[config.mk]
export PLATFORM = sky130hd
export DESIGN_NAME = mem_access_ctrl_flat
export DESIGN_NICKNAME = d
export VERILOG_FILES = /design/src/rtl/mem_access_ctrl_if.sv /design/src/rtl/mem_access_ctrl.sv /design/src/flat_wrapper.sv
export SDC_FILE = /design/constraint.sdc
export NUM_CORES = 1
export LEC_CHECK = 0
export BUFFER_PORTS_ARGS = -buffer_cell sky130_fd_sc_hd__buf_4
export CAP_MARGIN = 30
export CORE_MARGIN = 5
export CORE_UTILIZATION = 50
export CTS_CLUSTER_SIZE = 25
export DETAILED_ROUTE_END_ITERATION = 12
export PLACE_DENSITY_LB_ADDON = 0.1
export SYNTH_ARGS = -nofsm -noshare
export SYNTH_HDL_FRONTEND = slang
export SYNTH_SLANG_ARGS = --single-unit
[constraint.sdc]
create_clock -name clk -period 2 [get_ports clk]
set_input_delay 0.4 -clock clk [delete_from_list [all_inputs] [get_ports clk]]
set_output_delay 0.4 -clock clk [all_outputs]
set_load 0.01 [all_outputs]
[src/rtl/mem_access_ctrl_if.sv]
// Request/response and memory-port bundle for mem_access_ctrl.
// The master view belongs to the controller, the slave view to the pipeline/memory side.
interface mem_access_ctrl_if;
    logic        req_valid;
    logic        req_ready;
    logic        req_we;
    logic [1:0]  req_size;
    logic        req_signed;
    logic [31:0] req_addr;
    logic [31:0] req_wdata;

    logic        rsp_valid;
    logic [31:0] rsp_rdata;
    logic        rsp_err;

    logic [31:0] mem_addr;
    logic [31:0] mem_wdata;
    logic        mem_rw;
    logic [31:0] mem_rdata;

    modport master (
        input  req_valid, req_we, req_size, req_signed, req_addr, req_wdata, mem_rdata,
        output req_ready, rsp_valid, rsp_rdata, rsp_err, mem_addr, mem_wdata, mem_rw
    );

    modport slave (
        output req_valid, req_we, req_size, req_signed, req_addr, req_wdata, mem_rdata,
        input  req_ready, rsp_valid, rsp_rdata, rsp_err, mem_addr, mem_wdata, mem_rw
    );
endinterface

[src/rtl/mem_access_ctrl.sv]
// Load/store sequencer for a 4-byte-wide memory that acts on address changes.
// Sub-word stores are read-modify-write; defining RANGE_CHECK_EN rejects requests past MEM_TOP.
module mem_access_ctrl #(
    parameter int unsigned MEM_LAT   = 1,
    parameter logic [31:0] IDLE_ADDR = 32'hFFFF_FFFF,
    parameter logic [31:0] MEM_TOP   = 32'h0000_1000
) (
    input  logic              clk,
    input  logic              rst_n,
    mem_access_ctrl_if.master bus
);
    typedef enum logic [1:0] {IDLE, SETUP, ACCESS, PARK} state_t;

    localparam logic [1:0] SZ_BYTE = 2'b00;
    localparam logic [1:0] SZ_HALF = 2'b01;
    localparam logic [1:0] SZ_WORD = 2'b10;
    localparam logic [1:0] SZ_RSVD = 2'b11;

    localparam int CNT_W = (MEM_LAT > 1) ? $clog2(MEM_LAT) : 1;
    localparam logic [CNT_W-1:0] CNT_LAST = CNT_W'(MEM_LAT - 1);

`ifdef RANGE_CHECK_EN
    localparam bit RANGE_CHECK = 1'b1;
`else
    localparam bit RANGE_CHECK = 1'b0;
`endif

    state_t            state_reg, state_next;
    logic [CNT_W-1:0]  lat_cnt_reg, lat_cnt_next;
    logic              we_reg, we_next;
    logic [1:0]        size_reg, size_next;
    logic              sgn_reg, sgn_next;
    logic [31:0]       addr_reg, addr_next;
    logic [31:0]       wdata_reg, wdata_next;
    logic [31:0]       rd_reg, rd_next;
    logic              wphase_reg, wphase_next;
    logic              err_reg, err_next;

    logic              req_ready_reg, req_ready_next;
    logic              rsp_valid_reg, rsp_valid_next;
    logic [31:0]       rsp_rdata_reg, rsp_rdata_next;
    logic              rsp_err_reg, rsp_err_next;
    logic [31:0]       mem_addr_reg, mem_addr_next;
    logic [31:0]       mem_wdata_reg, mem_wdata_next;
    logic              mem_rw_reg, mem_rw_next;

    // 33-bit end address so that wrap-around counts as out of range
    logic [32:0]       req_end;
    logic              req_bad;
    logic              accept;
    logic              needs_rmw;

    assign req_end = {1'b0, bus.req_addr} + 33'd3;
    assign req_bad = (bus.req_size == SZ_RSVD)
                  || (RANGE_CHECK && (req_end > {1'b0, MEM_TOP}));
    assign accept  = bus.req_valid && req_ready_reg && (state_reg == IDLE);
    assign needs_rmw = we_reg && (size_reg != SZ_WORD) && !err_reg && !wphase_reg;

    // Byte lanes owned by the request: written on store merge, kept on load extraction
    logic [3:0]  lane_keep;
    logic        fill_bit;
    logic [31:0] merged_data;
    logic [31:0] load_data;

    always_comb begin
        case (size_reg)
            SZ_BYTE: lane_keep = 4'b0001;
            SZ_HALF: lane_keep = 4'b0011;
            default: lane_keep = 4'b1111;
        endcase
    end

    assign fill_bit = sgn_reg && ((size_reg == SZ_BYTE) ? rd_reg[7] : rd_reg[15]);

    genvar gi;
    generate
        for (gi = 0; gi < 4; gi++) begin : g_lane
            assign merged_data[8*gi +: 8] = lane_keep[gi] ? wdata_reg[8*gi +: 8] : rd_reg[8*gi +: 8];
            assign load_data[8*gi +: 8]   = lane_keep[gi] ? rd_reg[8*gi +: 8] : {8{fill_bit}};
        end
    endgenerate

    always_comb begin
        state_next     = state_reg;
        lat_cnt_next   = lat_cnt_reg;
        we_next        = we_reg;
        size_next      = size_reg;
        sgn_next       = sgn_reg;
        addr_next      = addr_reg;
        wdata_next     = wdata_reg;
        rd_next        = rd_reg;
        wphase_next    = wphase_reg;
        err_next       = err_reg;
        req_ready_next = req_ready_reg;
        rsp_valid_next = 1'b0;
        rsp_rdata_next = rsp_rdata_reg;
        rsp_err_next   = 1'b0;
        mem_addr_next  = mem_addr_reg;
        mem_wdata_next = mem_wdata_reg;
        mem_rw_next    = mem_rw_reg;

        case (state_reg)
            IDLE: begin
                req_ready_next = 1'b1;
                if (accept) begin
                    req_ready_next = 1'b0;
                    we_next        = bus.req_we;
                    size_next      = bus.req_size;
                    sgn_next       = bus.req_signed;
                    addr_next      = bus.req_addr;
                    wdata_next     = bus.req_wdata;
                    wphase_next    = 1'b0;
                    err_next       = req_bad;
                    if (req_bad) begin
                        state_next = PARK;
                    end else begin
                        state_next = SETUP;
                        // Sub-word stores start with a read phase; only word stores write first
                        mem_rw_next = bus.req_we && (bus.req_size == SZ_WORD);
                        if (bus.req_we && (bus.req_size == SZ_WORD)) begin
                            mem_wdata_next = bus.req_wdata;
                        end
                    end
                end
            end

            SETUP: begin
                state_next    = ACCESS;
                mem_addr_next = addr_reg;
                lat_cnt_next  = CNT_LAST;
            end

            ACCESS: begin
                if (lat_cnt_reg == '0) begin
                    state_next    = PARK;
                    mem_addr_next = IDLE_ADDR;
                    if (!mem_rw_reg) begin
                        rd_next = bus.mem_rdata;
                    end
                end else begin
                    lat_cnt_next = lat_cnt_reg - 1'b1;
                end
            end

            PARK: begin
                if (needs_rmw) begin
                    state_next     = SETUP;
                    wphase_next    = 1'b1;
                    mem_rw_next    = 1'b1;
                    mem_wdata_next = merged_data;
                end else begin
                    state_next     = IDLE;
                    req_ready_next = 1'b1;
                    rsp_valid_next = 1'b1;
                    rsp_err_next   = err_reg;
                    mem_rw_next    = 1'b0;
                    if (err_reg) begin
                        rsp_rdata_next = 32'h0;
                    end else if (!we_reg) begin
                        rsp_rdata_next = load_data;
                    end
                end
            end

            default: begin
                state_next = IDLE;
            end
        endcase
    end

    always_ff @(posedge clk) begin
        if (!rst_n) begin
            state_reg     <= IDLE;
            lat_cnt_reg   <= '0;
            we_reg        <= 1'b0;
            size_reg      <= 2'b00;
            sgn_reg       <= 1'b0;
            addr_reg      <= 32'h0;
            wdata_reg     <= 32'h0;
            rd_reg        <= 32'h0;
            wphase_reg    <= 1'b0;
            err_reg       <= 1'b0;
            req_ready_reg <= 1'b0;
            rsp_valid_reg <= 1'b0;
            rsp_rdata_reg <= 32'h0;
            rsp_err_reg   <= 1'b0;
            mem_addr_reg  <= IDLE_ADDR;
            mem_wdata_reg <= 32'h0;
            mem_rw_reg    <= 1'b0;
        end else begin
            state_reg     <= state_next;
            lat_cnt_reg   <= lat_cnt_next;
            we_reg        <= we_next;
            size_reg      <= size_next;
            sgn_reg       <= sgn_next;
            addr_reg      <= addr_next;
            wdata_reg     <= wdata_next;
            rd_reg        <= rd_next;
            wphase_reg    <= wphase_next;
            err_reg       <= err_next;
            req_ready_reg <= req_ready_next;
            rsp_valid_reg <= rsp_valid_next;
            rsp_rdata_reg <= rsp_rdata_next;
            rsp_err_reg   <= rsp_err_next;
            mem_addr_reg  <= mem_addr_next;
            mem_wdata_reg <= mem_wdata_next;
            mem_rw_reg    <= mem_rw_next;
        end
    end

    assign bus.req_ready = req_ready_reg;
    assign bus.rsp_valid = rsp_valid_reg;
    assign bus.rsp_rdata = rsp_rdata_reg;
    assign bus.rsp_err   = rsp_err_reg;
    assign bus.mem_addr  = mem_addr_reg;
    assign bus.mem_wdata = mem_wdata_reg;
    assign bus.mem_rw    = mem_rw_reg;
endmodule

[src/flat_wrapper.sv]
// flat-port wrapper written by rule: the top's interface ports become plain ports
module mem_access_ctrl_flat 
#(
    parameter int unsigned MEM_LAT   = 1,
    parameter logic [31:0] IDLE_ADDR = 32'hFFFF_FFFF,
    parameter logic [31:0] MEM_TOP   = 32'h0000_1000
)
  (clk, rst_n, bus_req_valid, bus_req_we, bus_req_size, bus_req_signed, bus_req_addr, bus_req_wdata, bus_mem_rdata, bus_req_ready, bus_rsp_valid, bus_rsp_rdata, bus_rsp_err, bus_mem_addr, bus_mem_wdata, bus_mem_rw);
  mem_access_ctrl_if bus_i ();
  input  logic clk;
  input  logic rst_n;
  input wire logic [$bits(bus_i.req_valid)-1:0] bus_req_valid;
  input wire logic [$bits(bus_i.req_we)-1:0] bus_req_we;
  input wire logic [$bits(bus_i.req_size)-1:0] bus_req_size;
  input wire logic [$bits(bus_i.req_signed)-1:0] bus_req_signed;
  input wire logic [$bits(bus_i.req_addr)-1:0] bus_req_addr;
  input wire logic [$bits(bus_i.req_wdata)-1:0] bus_req_wdata;
  input wire logic [$bits(bus_i.mem_rdata)-1:0] bus_mem_rdata;
  output wire logic [$bits(bus_i.req_ready)-1:0] bus_req_ready;
  output wire logic [$bits(bus_i.rsp_valid)-1:0] bus_rsp_valid;
  output wire logic [$bits(bus_i.rsp_rdata)-1:0] bus_rsp_rdata;
  output wire logic [$bits(bus_i.rsp_err)-1:0] bus_rsp_err;
  output wire logic [$bits(bus_i.mem_addr)-1:0] bus_mem_addr;
  output wire logic [$bits(bus_i.mem_wdata)-1:0] bus_mem_wdata;
  output wire logic [$bits(bus_i.mem_rw)-1:0] bus_mem_rw;
  assign bus_i.req_valid = bus_req_valid;
  assign bus_i.req_we = bus_req_we;
  assign bus_i.req_size = bus_req_size;
  assign bus_i.req_signed = bus_req_signed;
  assign bus_i.req_addr = bus_req_addr;
  assign bus_i.req_wdata = bus_req_wdata;
  assign bus_i.mem_rdata = bus_mem_rdata;
  assign bus_req_ready = bus_i.req_ready;
  assign bus_rsp_valid = bus_i.rsp_valid;
  assign bus_rsp_rdata = bus_i.rsp_rdata;
  assign bus_rsp_err = bus_i.rsp_err;
  assign bus_mem_addr = bus_i.mem_addr;
  assign bus_mem_wdata = bus_i.mem_wdata;
  assign bus_mem_rw = bus_i.mem_rw;
  mem_access_ctrl #(.MEM_LAT(MEM_LAT), .IDLE_ADDR(IDLE_ADDR), .MEM_TOP(MEM_TOP)) u_core (.clk(clk), .rst_n(rst_n), .bus(bus_i));
endmodule
==> flow_summary.ini, run 1 <==
[min_path]
hold_depth = 3
min_path_type = input pin to register
hold_start = bus_mem_rdata[26]
hold_end = u_core.rd_reg[26]

[detailed_routing]
post_drt_wl_per_cell_um = 15.83
drt_first_pass_iters = 5
viasPerCell = 5.315
vias = 7436
drcViolationCount = 0
drt_wl_total_um = 22140
drt_iter0_markers = 547
postRouteAntennaNets = 0

[sta]
whs_ps = 151.1
worst_slew_margin_rel = 0.6075
hold_viol = 0
max_clock_freq_mhz = 527.9
finalSetupViolCount = 0
tightest_slew_ps = 588.8
finClkSkew_ps = 17.16
rsz0062_at_grt = true
slew_viol_final = 0
period_minus_slack_ps = 1894
final.period_utilization = 0.9471

[setup_path]
required_ps = 2420
start_kind = register
path_class = register to register
critPathSlowestCell = dfxtp_2
max_stage_delay_ps = 350
path_buf_inv = 2
setup.worst_path.end_class = register
cp_max_fo = 7
arrival_ps = 2320
rr_startpoint = u_core.state_reg[0]
path_cells = inv_1 > ha_2 > or2_2 > o31a_1 > buf_4 > a2111oi_2 > a31o_1
reg2regPathDepth = 7
cpLargestDelayFamily = compound AO/OA/AOI/OAI gates
reg2reg_slack_ps = 110
reg2reg_to = u_core.bus.mem_wdata[12]

[clock_tree]
cts_tree = done
cts_setup_buffers = 0
clk_latency_ps = 490
clk_pin_slew_ps = 60
cts_made_buffers = 21
root_buffer = clkbuf_16
cts_num_sinks = 204
cts_hold_buf = 0
htree_levels = 1
cts_buffer_depth = 3

[cells_and_area]
fin_area_mm2 = 0.01057
final_nets = 1276
diodes = 0
syn2layout_area_growth_pct = 31.15
num-fill-cells = 1395
multi_input_area_mm2 = 0.003651
drive_above_1_share = 0.2401
register_area_mm2 = 0.004086

[status]
status = complete, no violations

[synth]
ys_async_sr_fraction = 0
synth_area_per_cell_um2 = 8.094
synth_fp_nets = 1102
yosysUniqueCellTypes = 40
synthFlopType = dfxtp_1
synth.top_cell.area_share = 0.5066
synth_area_leaders = dfxtp_1 (51%), nand2_1 (14%), a21oi_1 (8.6%), o21ai_0 (4.1%), mux2i_1 (4.0%)
yosysMostFrequentCell = nand2_1
synth_area_mm2 = 0.008061
synth_common_cells = nand2_1 (297), dfxtp_1 (204), a21oi_1 (138)
synth_top_cell_by_area = dfxtp_1
syn-instance-count = 996
synth_enable_flop_cells = 0
yosys_warnings = 0
yosysSeqAreaShare = 0.5066
synth_seq_cells = 204

[power_and_ir_drop]
swShare = 0.3399
p_total_uw = 13760
p_seq_frac = 0.393
ir_drop_mv = 0.7349
p_int_uw = 9080
p_sw_uw = 4675
p_leak_uw = 0.004106
combPwrFrac = 0.323
clock_power_share = 0.284
p_per_area_mw_per_mm2 = 1301

[global_route]
grt.total_usage = 0.2293
grt_start_max_net_pins = 68
grt_pass1_wl_um = 35140
overflow = 0
grt_pass1_vias = 6865
grt_antenna_before_repair = 0

[placement]
routabilityCongestion = 0.8332
portBuffers = 202
place_area_mm2 = 0.009864
dp_hpwl_um = 14760

[die]
die_h_um = 137.0
dieArea_mm2 = 0.01876
start_util = 0.5093
fp.dieW_um = 137.0
ios = 203
core_area_mm2 = 0.01583
num_rows = 46

[run]
max_cap_viol_count = 0
stage by stage:
| stage | instances | TNS [ps] | setup WS (ps) | utilization |
|---|---|---|---|---|
| after floorplan | 996 | 0 | 135.5 | - |
| after global placement | 1363 | 0 | 51.52 | 0.6232 |
| after detailed placement | 1363 | 0 | 43.18 | 0.6232 |
| after CTS | 1399 | 0 | 23.09 | 0.6666 |
| after global routing | 1399 | -16.74 | -12.03 | 0.6680 |
| final | 1399 | 0 | 105.7 | 0.6680 |
per-layer routing:
layer / track usage / wire length, um / vias up
met1: 0.3149 / 9830 / 3428
met3: 0.04669 / 1638 / 27
li1: - / - / 3744
met4: 0.05765 / 365 / 0
met2: 0.3708 / 10310 / 237
met5: 0 / 0 / -
power groups by stage:
stage | Sequential [uW] | Clock [uW] | Combinational [uW]
final | 5410 | 3900 | 4450
after global routing | 5500 | 4150 | 5010
after detailed placement | 5470 | 0 | 4440
after floorplan | 5520 | 0 | 2580
after CTS | 5390 | 3990 | 4470
after global placement | 5460 | 0 | 4360
tightest hold or removal path, stage by stage:
cell and delay (ps):
buf_4 100, nand2_1 40, a21oi_1 50
worst max path at each step:
stage	endpoint	cells after the start	slack [ps]	start
6_report	u_core.bus.mem_wdata[12]	7	110	u_core.state_reg[0]
5_1_grt	u_core.bus.mem_wdata[23]	7	-10	u_core.state_reg[0]
4_1_cts	u_core.bus.mem_wdata[10]	6	20	u_core.state_reg[0]
3_5_place_dp	u_core.bus.mem_wdata[10]	6	40	u_core.state_reg[0]
3_3_place_gp	u_core.bus.mem_wdata[13]	5	50	bus_req_size[0]
2_1_floorplan	u_core.bus.mem_wdata[28]	7	140	u_core.state_reg[0]
cell families after synthesis:
family | Yosys count | share of synthesized area
compound gates | 296 | 0.2202
fa+ha+maj | 3 | 0.004657
buf+inv | 88 | 0.04579
flops | 204 | 0.5066
mux | 33 | 0.04113
simple gates | 372 | 0.1816
final cells by class:
class / instances / area share
sequential: 204 / 0.3865
multi-input combinational: 704 / 0.3453
timing repair buffer: 233 / 0.1753
clock buffer: 32 / 0.05834
tap: 216 / 0.02556
clock inverter: 4 / 0.006627
inverter: 6 / 0.002367
layout by cell type (no fill, tap or decap), types with 3 or more instances in the layout:
cell       Yosys  layout
a21oi_1      138     138
nand3_1       17      16
clkbuf_8       0       5
o21ai_1       17      17
clkbuf_16      0      21
inv_1          5       5
nand2_1      297     296
o2111ai_1     16      16
buf_12         0       8
o31ai_1       16      16
a2111oi_0      4       4
a22oi_1        8       8
buf_4          0     224
a2111oi_2      4       3
mux2i_1       32      32
nor2_1        47      46
dfxtp_1      204     202
a31o_1         8       8
o21ai_0       66      66
a211oi_1       9       9
clkbuf_1      63       6
repair_timing:
action                                 4_1_cts  5_1_grt
setup endpoints to repair                    0       28
endpoints found under the hold margin        0        0
resized for setup                            0        5
Power figures use the tool's default switching activity.
==> run 2: changes to the inputs <==
--- a/config.mk
+++ b/config.mk
@@ -5,12 +5,12 @@
 export SDC_FILE = /design/constraint.sdc
 export NUM_CORES = 1
 export LEC_CHECK = 0
-export BUFFER_PORTS_ARGS = -buffer_cell sky130_fd_sc_hd__buf_4
 export CAP_MARGIN = 30
 export CORE_MARGIN = 5
-export CORE_UTILIZATION = 50
+export CORE_UTILIZATION = 63
 export CTS_CLUSTER_SIZE = 25
 export DETAILED_ROUTE_END_ITERATION = 12
+export DONT_BUFFER_PORTS = 1
 export PLACE_DENSITY_LB_ADDON = 0.1
 export SYNTH_ARGS = -nofsm -noshare
 export SYNTH_HDL_FRONTEND = slang
==> run 2 against run 1 <==
  * Critical path depth unchanged
  * Register-to-register slack about the same
  * Combinational power decreased by 24%
  * Sequential share of layout area increased by 7.0 points
  * Clock power decreased by 3%
  * Global-route usage increased by 3.3 points
  * Sequential power increased by 4.8%
  * Via count decreased by 8.0%
  * Core utilization increased by 4.4 points
==> flow_summary.ini, run 2 (synthesis gave the netlist of run 1 again) <==
[cells_and_area]
diodes = 0
num-fill-cells = 995
final_cell_mix = nand2_1 (297), dfxtp_1 (203), a21oi_1 (138), o21ai_0 (66), nor2_1 (46)
syn2layout_area_growth_pct = 10.96
fin_area_mm2 = 0.008945
drive_above_1_share = 0.08333
final_nets = 1077
final_common_cell = nand2_1
postLayoutCoreUtil = 0.7117

[detailed_routing]
postRouteAntennaNets = 0
drt_wl_total_um = 20660
post_drt_wl_per_cell_um = 17.87
vias = 6843
drt_first_pass_iters = 5
viasPerCell = 5.920
drt_iter0_markers = 508
drcViolationCount = 0

[global_route]
grt_pass1_vias = 6452
overflow = 0
grt.total_usage = 0.2625
grt_start_max_net_pins = 70
grt_pass1_wl_um = 32520
grt_antenna_before_repair = 0

[clock_tree]
root_buffer = clkbuf_16
htree_levels = 1
cts_tree = done
clk_pin_slew_ps = 60
cts_num_sinks = 204
cts_buffer_depth = 3
cts_made_buffers = 21
clk_latency_ps = 490

[die]
num_rows = 41
start_util = 0.6414
ios = 203
fp.dieW_um = 123.1
dieArea_mm2 = 0.01516
core_area_mm2 = 0.01257
die_h_um = 123.1

[setup_path]
cp_max_fo = 16
start_kind = register
crit_top_cell = buf_4
path_cells = inv_1 > ha_2 > buf_4 > o31a_4 > buf_4 > o21ai_1 > a21oi_1
setup.worst_path.end_class = register
cpLargestDelayFamily = compound AO/OA/AOI/OAI gates
max_stage_delay_ps = 410
path_buf_inv = 3
path_class = register to register
required_ps = 2360
critPathSlowestCell = o31a_4
arrival_ps = 2260

[sta]
rsz0062_at_grt = false
tightest_slew_ps = 582.7
final.period_utilization = 0.9522
max_clock_freq_mhz = 525.1
whs_ps = 37.60
finalSetupViolCount = 0
period_minus_slack_ps = 1904
finClkSkew_ps = 11.68
worst_slack_ps = 95.55
slew_viol_final = 0
worst_slew_margin_rel = 0.6116
hold_viol = 0
fin_setup_tns_ps = 0

[status]
status = complete, no violations

[placement]
place_ws_ps = 8.076
dp_hpwl_um = 13940
routabilityCongestion = 0.9498
portBuffers = 0
place_area_mm2 = 0.008193

[power_and_ir_drop]
ir_drop_mv = 1.001
p_per_area_mw_per_mm2 = 1435
p_leak_uw = 0.003096

[min_path]
min_path_type = input pin to register

[run]
max_cap_viol_count = 0
-- run 2: cell count changes in the layout (fill, tap and decap cells not counted), moves of 2 or more --
cell / before / now
buf_12: 8 / 3
buf_4: 224 / 27
a2111oi_1: 0 / 2
dlygate4sd3_1: 0 / 3
a2111oi_0: 4 / 2
-- run 2: timing repair --
action | CTS | global route
endpoints found under the hold margin | 27 | 0
gates resized for setup | 1 | 4
hold buffers | 3 | 0
pin swaps | 1 | 0
buffers inserted | 3 | 0
endpoints found under the setup margin | 13 | 21
-- run 2: power breakdown --
part,total [uW],leakage (uW),switching (uW),internal (uW)
registers,5670,0.00166,793,4880
logic,3370,0.00110,2150,1220
clock network,3800,0.000334,1520,2280
total,12800,0.00310,4460,8380
-- run 2: stage by stage --
step                cells  power, uW
floorplan             996       8093
global placement     1113       8882
detailed placement   1113       9043
CTS                  1155      12860
global route         1156      13610
finish               1156      12840
-- run 2: final timing paths --
check	from	to	slack [ps]	cells after the start
setup / recovery	u_core.state_reg[1]	u_core.bus.mem_wdata[25]	100	7
hold / removal	bus_req_wdata[1]	u_core.wdata_reg[1]	40	2
setup reg to reg	u_core.state_reg[1]	u_core.bus.mem_wdata[25]	100	7
hold reg to reg	u_core.wdata_reg[22]	u_core.wdata_reg[22]	450	2
-- run 2: final cells by class --
class,instances,area (um2),share of cell area
Clock buffer,32,626.9,0.07008
Clock inverter,4,45.04,0.005036
Timing Repair Buffer,34,307.8,0.03441
Sequential cell,204,4085,0.4567
Inverter,6,25.02,0.002798
Multi-Input combinational cell,704,3640,0.4069
Tap cell,172,215.2,0.02406
-- run 2: layer usage --
metal	global-route usage	routed length, um	vias to the layer above	part of all wire
li1	-	-	3345	-
met1	0.3368	8453	3173	0.41
met2	0.4285	9584	284	0.46
met3	0.08417	2120	41	0.10
met4	0.07059	499	0	0.024
met5	0	0	-	0
==> run 3: changes to the inputs <==
--- a/config.mk
+++ b/config.mk
@@ -12,6 +12,7 @@
 export DETAILED_ROUTE_END_ITERATION = 12
 export DONT_BUFFER_PORTS = 1
 export PLACE_DENSITY_LB_ADDON = 0.1
+export REMOVE_ABC_BUFFERS = 1
 export SYNTH_ARGS = -nofsm -noshare
 export SYNTH_HDL_FRONTEND = slang
 export SYNTH_SLANG_ARGS = --single-unit
==> run 3 against run 2 <==
  * Core utilization increased by 0.15 points
  * Worst setup slack got worse by 82 ps
  * Sequential share of layout area decreased by 0.11 points
  * Clock skew decreased by 4.3 ps
  * Sequential power about the same
  * Largest power group unchanged
==> flow_summary.ini, run 3 (synthesis gave the netlist of run 1 again) <==
[status]
status = complete, no violations

[detailed_routing]
drt_first_pass_iters = 5
drcViolationCount = 0
vias = 7045
viasPerCell = 6.058
drt_iter0_markers = 584
post_drt_wl_per_cell_um = 19.12
drt_wl_total_um = 22230
postRouteAntennaNets = 0

[global_route]
grt_pass1_vias = 6827
overflow = 0
grt_start_max_net_pins = 71
grt_antenna_before_repair = 0
grt.total_usage = 0.2841
grt_pass1_wl_um = 34610

[clock_tree]
htree_levels = 1
root_buffer = clkbuf_16
clk_latency_ps = 480
cts_num_sinks = 204
cts_setup_buffers = 0
cts_buffer_depth = 3
cts_made_buffers = 21
clk_pin_slew_ps = 60
cts_tree = done

[setup_path]
arrival_ps = 2400
setup.worst_path.end_class = register
reg2reg_slack_ps = 10
start_kind = register
path_class = register to register
cp_max_fo = 12
required_ps = 2420

[die]
start_util = 0.6414
ios = 203
die_h_um = 123.1
num_rows = 41
core_area_mm2 = 0.01257
dieArea_mm2 = 0.01516
fp.dieW_um = 123.1

[sta]
hold_viol = 0
finalSetupViolCount = 0
max_clock_freq_mhz = 503.5
period_minus_slack_ps = 1986
final.period_utilization = 0.9930
worst_slew_margin_rel = 0.6179
tightest_slew_ps = 573.1
slew_viol_final = 0
fin_setup_tns_ps = 0
finClkSkew_ps = 7.377

[cells_and_area]
final_cell_mix = nand2_1 (296), dfxtp_1 (204), a21oi_1 (138), o21ai_0 (66), nor2_1 (46)
diodes = 0
register_area_mm2 = 0.004084
num-fill-cells = 1025
multi_input_area_mm2 = 0.003642
final_common_cell = nand2_1
syn2layout_area_growth_pct = 11.19
instances_no_fill = 1163
drive_above_1_share = 0.08073
final_nets = 1086

[placement]
dp.cells = 1121
dp_hpwl_um = 14500
portBuffers = 0
routabilityCongestion = 0.8212

[power_and_ir_drop]
ir_drop_mv = 0.8469
p_per_area_mw_per_mm2 = 1406
p_leak_uw = 0.003105

[min_path]
min_path_type = input pin to register

[run]
max_cap_viol_count = 0
## run 3: critical path: stages (launching register included)
cell and delay (ps):
dfxtp_1 330, inv_1 80, ha_2 340, or2_2 370, o31a_4 210, a2111oi_1 440
a31o_1 160
## run 3: stage by stage
step	instance area, um2	util	worst slack, ps	hold WS, ps	total power, uW
after detailed placement	8293	0.6598	-138.5	446.7	9191
after CTS	8954	0.7124	3.819	0.2816	12620
final	8964	0.7132	14.00	43.44	12600
after global routing	8964	0.7132	-62.19	26.66	13380
after floorplan	7715	-	-1432	435.7	7918
after global placement	8293	0.6598	-3.301	440.8	8991
## run 3: repair_timing
action                                  4_1_cts  5_1_grt
endpoints found under the setup margin       27       13
hold buffers                                  8        0
resized for setup                             1        3
cloned                                        0        0
hold endpoints to repair                      4        0
## run 3: worst paths after layout
kind                            cells after the start                 endpoint                start
worst min-delay path                                1  u_core.bus.mem_addr[27]                rst_n
worst max register to register                      6  u_core.bus.mem_wdata[9]  u_core.state_reg[0]
worst min register to register                      2       u_core.addr_reg[7]   u_core.addr_reg[7]
worst max-delay path                                6  u_core.bus.mem_wdata[9]  u_core.state_reg[0]
## run 3: metal layers
metal / vias up / wire length [um] / track usage
li1: 3358 / - / -
met1: 3323 / 8372 / 0.3347
met2: 304 / 10650 / 0.4767
met3: 60 / 2470 / 0.1038
met4: 0 / 740 / 0.1010
met5: - / 0 / 0
## run 3: area by class of cell
| cell class | instances | area share |
|---|---|---|
| multi-input combinational | 704 | 0.4063 |
| sequential | 204 | 0.4556 |
| clock buffer | 30 | 0.06240 |
| tap | 172 | 0.02401 |
| clock inverter | 4 | 0.002233 |
| timing repair buffer | 43 | 0.04662 |
| inverter | 6 | 0.002792 |
## run 3: report_power, final
group / switching, uW / internal [uW]
Combinational: 2270 / 1280
Clock: 1460 / 1930
Sequential: 793 / 4880
Total: 4520 / 8080
